File: src/rtl/pipe_buf_elastic_reg.sv
// Elastic valid/ready pipeline buffer register with flush-to-bubble and an occupancy count.
// PIPE_BUF_SKID_EN adds a skid entry so in_ready comes from a register; without it the buffer holds one entry.
module pipe_buf_elastic_reg #(
  parameter int               WIDTH      = 64,
  parameter logic [WIDTH-1:0] BUBBLE_VAL = '0
) (
  input  logic             clk,
  input  logic             reset,
  input  logic             flush,
  input  logic             in_valid,
  output logic             in_ready,
  input  logic [WIDTH-1:0] in_data,
  output logic             out_valid,
  input  logic             out_ready,
  output logic [WIDTH-1:0] out_data,
  output logic [1:0]       occ
);

  typedef enum logic [1:0] {
    S_EMPTY = 2'd0,
    S_ONE   = 2'd1,
    S_TWO   = 2'd2
  } state_t;

  state_t           r_state;
  state_t           w_state_nxt;
  logic [WIDTH-1:0] r_main;
  logic [WIDTH-1:0] w_main_nxt;
  logic             w_in_fire;
  logic             w_out_fire;

  assign out_valid  = (r_state != S_EMPTY);
  assign out_data   = r_main;
  assign occ        = r_state;
  assign w_in_fire  = in_valid & in_ready;
  assign w_out_fire = out_valid & out_ready;

`ifdef PIPE_BUF_SKID_EN
  logic [WIDTH-1:0] r_skid;
  logic [WIDTH-1:0] w_skid_nxt;

  assign in_ready = (r_state != S_TWO);

  always_comb begin
    w_state_nxt = r_state;
    w_main_nxt  = r_main;
    w_skid_nxt  = r_skid;
    case (r_state)
      S_EMPTY: begin
        if (w_in_fire) begin
          w_state_nxt = S_ONE;
          w_main_nxt  = in_data;
        end
      end
      S_ONE: begin
        if (w_in_fire && w_out_fire) begin
          w_main_nxt = in_data;
        end else if (w_in_fire) begin
          w_state_nxt = S_TWO;
          w_skid_nxt  = in_data;
        end else if (w_out_fire) begin
          w_state_nxt = S_EMPTY;
          w_main_nxt  = BUBBLE_VAL;
        end
      end
      S_TWO: begin
        if (w_out_fire) begin
          w_state_nxt = S_ONE;
          w_main_nxt  = r_skid;
          w_skid_nxt  = BUBBLE_VAL;
        end
      end
      default: begin
        w_state_nxt = S_EMPTY;
        w_main_nxt  = BUBBLE_VAL;
        w_skid_nxt  = BUBBLE_VAL;
      end
    endcase
    // Flush wins over everything; a same-cycle out_fire was already delivered.
    if (flush) begin
      w_state_nxt = S_EMPTY;
      w_main_nxt  = BUBBLE_VAL;
      w_skid_nxt  = BUBBLE_VAL;
    end
  end

  always_ff @(posedge clk or posedge reset) begin
    if (reset) begin
      r_skid <= BUBBLE_VAL;
    end else begin
      r_skid <= w_skid_nxt;
    end
  end
`else
  assign in_ready = ~out_valid | out_ready;

  always_comb begin
    w_state_nxt = r_state;
    w_main_nxt  = r_main;
    case (r_state)
      S_EMPTY: begin
        if (w_in_fire) begin
          w_state_nxt = S_ONE;
          w_main_nxt  = in_data;
        end
      end
      S_ONE: begin
        // Any in_fire here implies out_ready, so the head is replaced in place.
        if (w_in_fire) begin
          w_main_nxt = in_data;
        end else if (w_out_fire) begin
          w_state_nxt = S_EMPTY;
          w_main_nxt  = BUBBLE_VAL;
        end
      end
      default: begin
        w_state_nxt = S_EMPTY;
        w_main_nxt  = BUBBLE_VAL;
      end
    endcase
    if (flush) begin
      w_state_nxt = S_EMPTY;
      w_main_nxt  = BUBBLE_VAL;
    end
  end
`endif

  always_ff @(posedge clk or posedge reset) begin
    if (reset) begin
      r_state <= S_EMPTY;
      r_main  <= BUBBLE_VAL;
    end else begin
      r_state <= w_state_nxt;
      r_main  <= w_main_nxt;
    end
  end

endmodule
File: config.mk
export PLATFORM = sky130hd
export DESIGN_NAME = pipe_buf_elastic_reg
export DESIGN_NICKNAME = d
export VERILOG_FILES = /design/src/rtl/pipe_buf_elastic_reg.sv
export SDC_FILE = /design/constraint.sdc
export NUM_CORES = 1
export LEC_CHECK = 0
export BUFFER_PORTS_ARGS = -buffer_cell sky130_fd_sc_hd__buf_2
export CAP_MARGIN = 5
export CORE_MARGIN = 1
export CORE_UTILIZATION = 42
export DETAILED_ROUTE_END_ITERATION = 16
export GPL_ROUTABILITY_DRIVEN = 0
export PLACE_DENSITY = 0.84
export SETUP_SLACK_MARGIN = 0.2
export SKIP_CTS_REPAIR_TIMING = 1
export SLEW_MARGIN = 20
export SYNTH_ARGS = -nofsm -noshare
export SYNTH_HDL_FRONTEND = slang
export SYNTH_SLANG_ARGS = --single-unit
File: constraint.sdc
create_clock -name clk -period 1.73 [get_ports clk]
set_clock_uncertainty 0.2 [all_clocks]
set_input_delay 0.0865 -clock clk [delete_from_list [all_inputs] [get_ports clk]]
set_output_delay 0.0865 -clock clk [all_outputs]
set_load 0.005 [all_outputs]
== Yosys cells after proc, flatten, opt, wreduce, memory -nomap -nowiden ==
Index checks and enable logic that the tools add are counted.
Word-level totals
  output and inout bits: 68
  logic and storage cells: 25
  register bits: 66
  bits of input ports: 69
Cells by class
  equality and inequality tests: 5
  reduce and logical (&&, ||, !) cells: 4
  bitwise operators: 4
  mux-type cells: 10
Operators with widths (count)
  two-way mux 64 bit: 4
  one-hot mux 64 bit (2 select lines): 1
  inequality test 3 bit, second input constant: 3
  two-way mux 2 bit: 4
  inequality test 4 bit, second input constant: 1
  one-hot mux 2 bit (2 select lines): 1
  AND reduction 3 bit: 1
  AND 1 bit: 2
  == test 2 x 1 -> 1 bit, second input constant: 1
  logical NOT 2 bit: 1
  AND reduction 2 bit: 1
  nonzero test 2 bit: 1
  NOT 1 bit: 1
  bitwise OR 1 bit: 1

== Depth between registers and ports, before layout ==
  depth in word-level cells: 7
  depth in mapped cells: 6
  depth with buffers taken out: 4

== Worst setup path before layout ==
No wires, ideal clock.
  path type: register to register
  start: register r_state[0] (netlist: occ[0])
  end: register r_main[38] (netlist: out_data[38])
  data arrival time: 1.218 ns
  cell stages (with the launch flop): 6
  slack: 0.180 ns
  clock period less this slack: 1.550 ns
  required time: 1.398 ns
  path buffers: 2
  library setup time: 0.132 ns
  cell sequence: dfrtp_1 > nor2b_1 > buf_2 > buf_2 > a222oi_1 > nor2_1
On the way
  longest elaborated chain between the ends: 7
  elaborated cells on any way between the ends: 13
  classes of those cells: 3 x eq/ne; 3 x mux; 4 x bitwise; 3 x reduce/logical
RTL lines
  start, declared: RTL line 25  | state_t r_state;
  start signal, assigned: RTL line 133  | r_state <= w_state_nxt;
  nonzero test 2 bit: RTL line 32  | assign out_valid = (r_state != S_EMPTY);
  NOT 1 bit: RTL line 95  | assign in_ready = ~out_valid | out_ready;
  bitwise OR 1 bit: RTL line 95
  AND 1 bit: RTL line 35  | assign w_in_fire = in_valid & in_ready;
  two-way mux 64 bit: RTL line 109  | if (w_in_fire) begin
  one-hot mux 64 bit (2 select lines): RTL line 100  | case (r_state)
  two-way mux 64 bit: RTL line 121  | if (flush) begin
  end signal, assigned: RTL line 134  | r_main <= w_main_nxt;
  end, declared: RTL line 27  | logic [WIDTH-1:0] r_main;
Parallel ways exist; a longest one is shown, timed or not.
A chain may end at the register's enable or synchronous reset.

== Worst setup path after layout ==
  start: register r_state[0] (netlist: occ[0])
  end: register r_main[23] (netlist: out_data[23])
The elaborated chain is that of the path after synthesis.

==> results.yml <==
outcome:
  outcome: "finished clean"
clock_tree:
  cts_sinks: 65
  cts_buffers: 9
  clk_latency_ns: 0.33
  cts_tree: "done"
  cts.htree.levels: 3
  root_buffer: "clkbuf_8"
  cts.reportedPaths.clkPinSlew_ns: 0.07
  cts_buffer_depth: 2
detailed_routing:
  first_iter_violations: 288
  wl_per_cell_um: 18.4
  drt_wl_total_mm: 10.4
  viasPerCell: 5.77
  post-route-drc-count: 0
  first_pass_iters: 8
  antenna_left: 0
  via_count: 3264
cells_and_area:
  fin_nets: 534
  fin_area_um2: 5060
  syn_to_final_growth_pct: 66.4
  antenna_cells: 0
  fin_cells: 566
  final_core_util: 0.733
  drive_gt1_frac: 0.489
global_route:
  grt_max_degree: 66
  gr-usage-met1: 0.273
  grt_pass1_vias: 2781
  met3_usage: 0.0408
  antenna_found_initial: 0
  grt_util_met2: 0.384
  top_usage_layer: "met2"
  grt_usage: 0.219
  grt_pass1_wl_mm: 13.0
  grt-ovfl-total: 0
yosys:
  ys_seq_area_frac: 0.534
  ys_async_sr_fraction: 1.00
  synth_seq_cells: 65
  synth_edf_count: 0
  synth.cells.most_frequent: "nor2_1, dfrtp_1, a32oi_1"
  syn_area_um2: 3040
  yosys_most_used_dff: "dfrtp_1"
  synth_top_cell_area_share: 0.534
  syn_avg_cell_area_um2: 11.4
  yosys.area.top_type: "dfrtp_1"
  syn_inst: 266
  yosysUniqueCellTypes: 17
  synth_fp_nets: 335
  synth.most_common_cell: "nor2_1"
  yosys_warnings: 0
  synthTopCellsByArea: "dfrtp_1, a222oi_1, mux2_2"
floorplanning:
  die_w_um: 87.1
  fp.dieArea_um2: 7590
  io_pins: 137
  initial_core_util: 0.441
  die_y_um: 87.1
  rows: 30
  core_area_um2: 6910
critical_path:
  crit_required_ns: 1.74
  path_common_cell: "buf_12"
  crit_path_start_kind: "flop"
  cpMaxStageDelayCell: "dfrtp_2"
  crit_buf_inv: 4
  crit_path_max_fanout: 16
  critPathKind: "flop to flop"
  cp-end-kind: "flop"
  slowest_delay_ns: 0.36
  worstPathCellList: "nor2b_4 -> buf_6 -> inv_4 -> buf_12 -> buf_12 -> a32oi_2 -> nor2_1"
  crit_arrival_ns: 1.61
  cpLargestDelayFamily: "buffers and inverters"
  ff2ff_setup_slack_ns: 0.13
placement:
  dpl.cell_count: 475
  dp_hpwl_mm: 5.52
  placed_cell_area_um2: 3860
  io_buffers: 135
sta:
  hold_viol_final: 0
  hold_ws_ns: 0.141
  drv_slew: 0
  clock.fmax_mhz: 623
  rsz0062_at_grt: "yes"
  layout_min_cycle_time_ns: 1.60
  setup_viol: 0
  post-route-period-util: 0.928
power_and_ir_drop:
  powerDensity_nw_per_um2: 814
  power_leakage_nw: 2.48
  power_mw: 4.12
  peakVddDrop_v: 0.000608
run:
  maxCapViolCount: 0
min_path:
  hold_class: "input port to flop"
cells by family after synthesis:
kind of cell | Yosys count | synth area share
AO/OA/AOI/OAI | 64 | 0.197
buffers and inverters | 36 | 0.0592
flip-flops | 65 | 0.534
multiplexers | 32 | 0.123
other | 1 | 0.00123
AND/OR/NAND/NOR | 68 | 0.0855
registers in the layout, indices dropped and copies added (netlist names):
signal	count
out_data	64
occ	1
metal layers:
layer	vias to the layer above	share of wire
li1	1430	-
met3	32	0.060
met4	0	0.037
met5	-	0
met2	172	0.53
met1	1630	0.38
worst min-delay path, delay by kind of cell:
kind,cells,cell delay (ns)
buffers and inverters,2,0.39
AND/OR/NAND/NOR,2,0.16
cell usage in the layout, fill, tap and decap left out:
cell type        n
a222oi_1        31
a32oi_1          9
a32oi_2         24
and2_1           1
buf_12           9
buf_2          135
buf_4            7
buf_6            3
bufinv_16        3
clkbuf_1         1
clkbuf_16        1
clkbuf_8         9
clkinv_4         1
clkinvlp_4       3
conb_1           1
dfrtp_1         64
dfrtp_2          1
dlygate4sd3_1   66
inv_4            1
inv_6            1
mux2_1           1
mux2_2          27
mux2_4           3
mux2i_2          1
nor2_1          66
nor2b_4          1
final cells by class:
cell class              count  area [um^2]
fillers                   483         1840
flip-flops and latches     65         1630
repair buffers            221         1630
multi-input cells         165         1430
clock buffers              10          128
well taps                  96          120
clock inverters             6          115
inverters                   3         21.3
metrics by stage:
stage	TNS, ns	setup slack [ns]
final	0	0.125
after global routing	0	0.0854
after CTS	-0.0926	-0.0926
after detailed placement	0	0.0739
after global placement	0	0.168
after floorplan	0	0.180
where the power goes:
group          switching [mW]  internal (mW)
clock network           0.609          0.966
registers              0.0741           1.62
logic                   0.394          0.466
path summary, 6_finish.rpt:
check                                    startpoint                        to  cells after the start
min                                        in_valid        occ[0]$_DFFE_PP0P_                      4
min reg2reg                out_data[12]$_DFFE_PP0P_  out_data[12]$_DFFE_PP0P_                      2
min in group asynchronous                     reset  out_data[30]$_DFFE_PP0P_                      4
max in group asynchronous                     reset        occ[0]$_DFFE_PP0P_                      4
max reg2reg                      occ[0]$_DFFE_PP0P_  out_data[23]$_DFFE_PP0P_                      7
max                              occ[0]$_DFFE_PP0P_  out_data[23]$_DFFE_PP0P_                      7
Note: power is estimated with default switching activity, not from simulation.
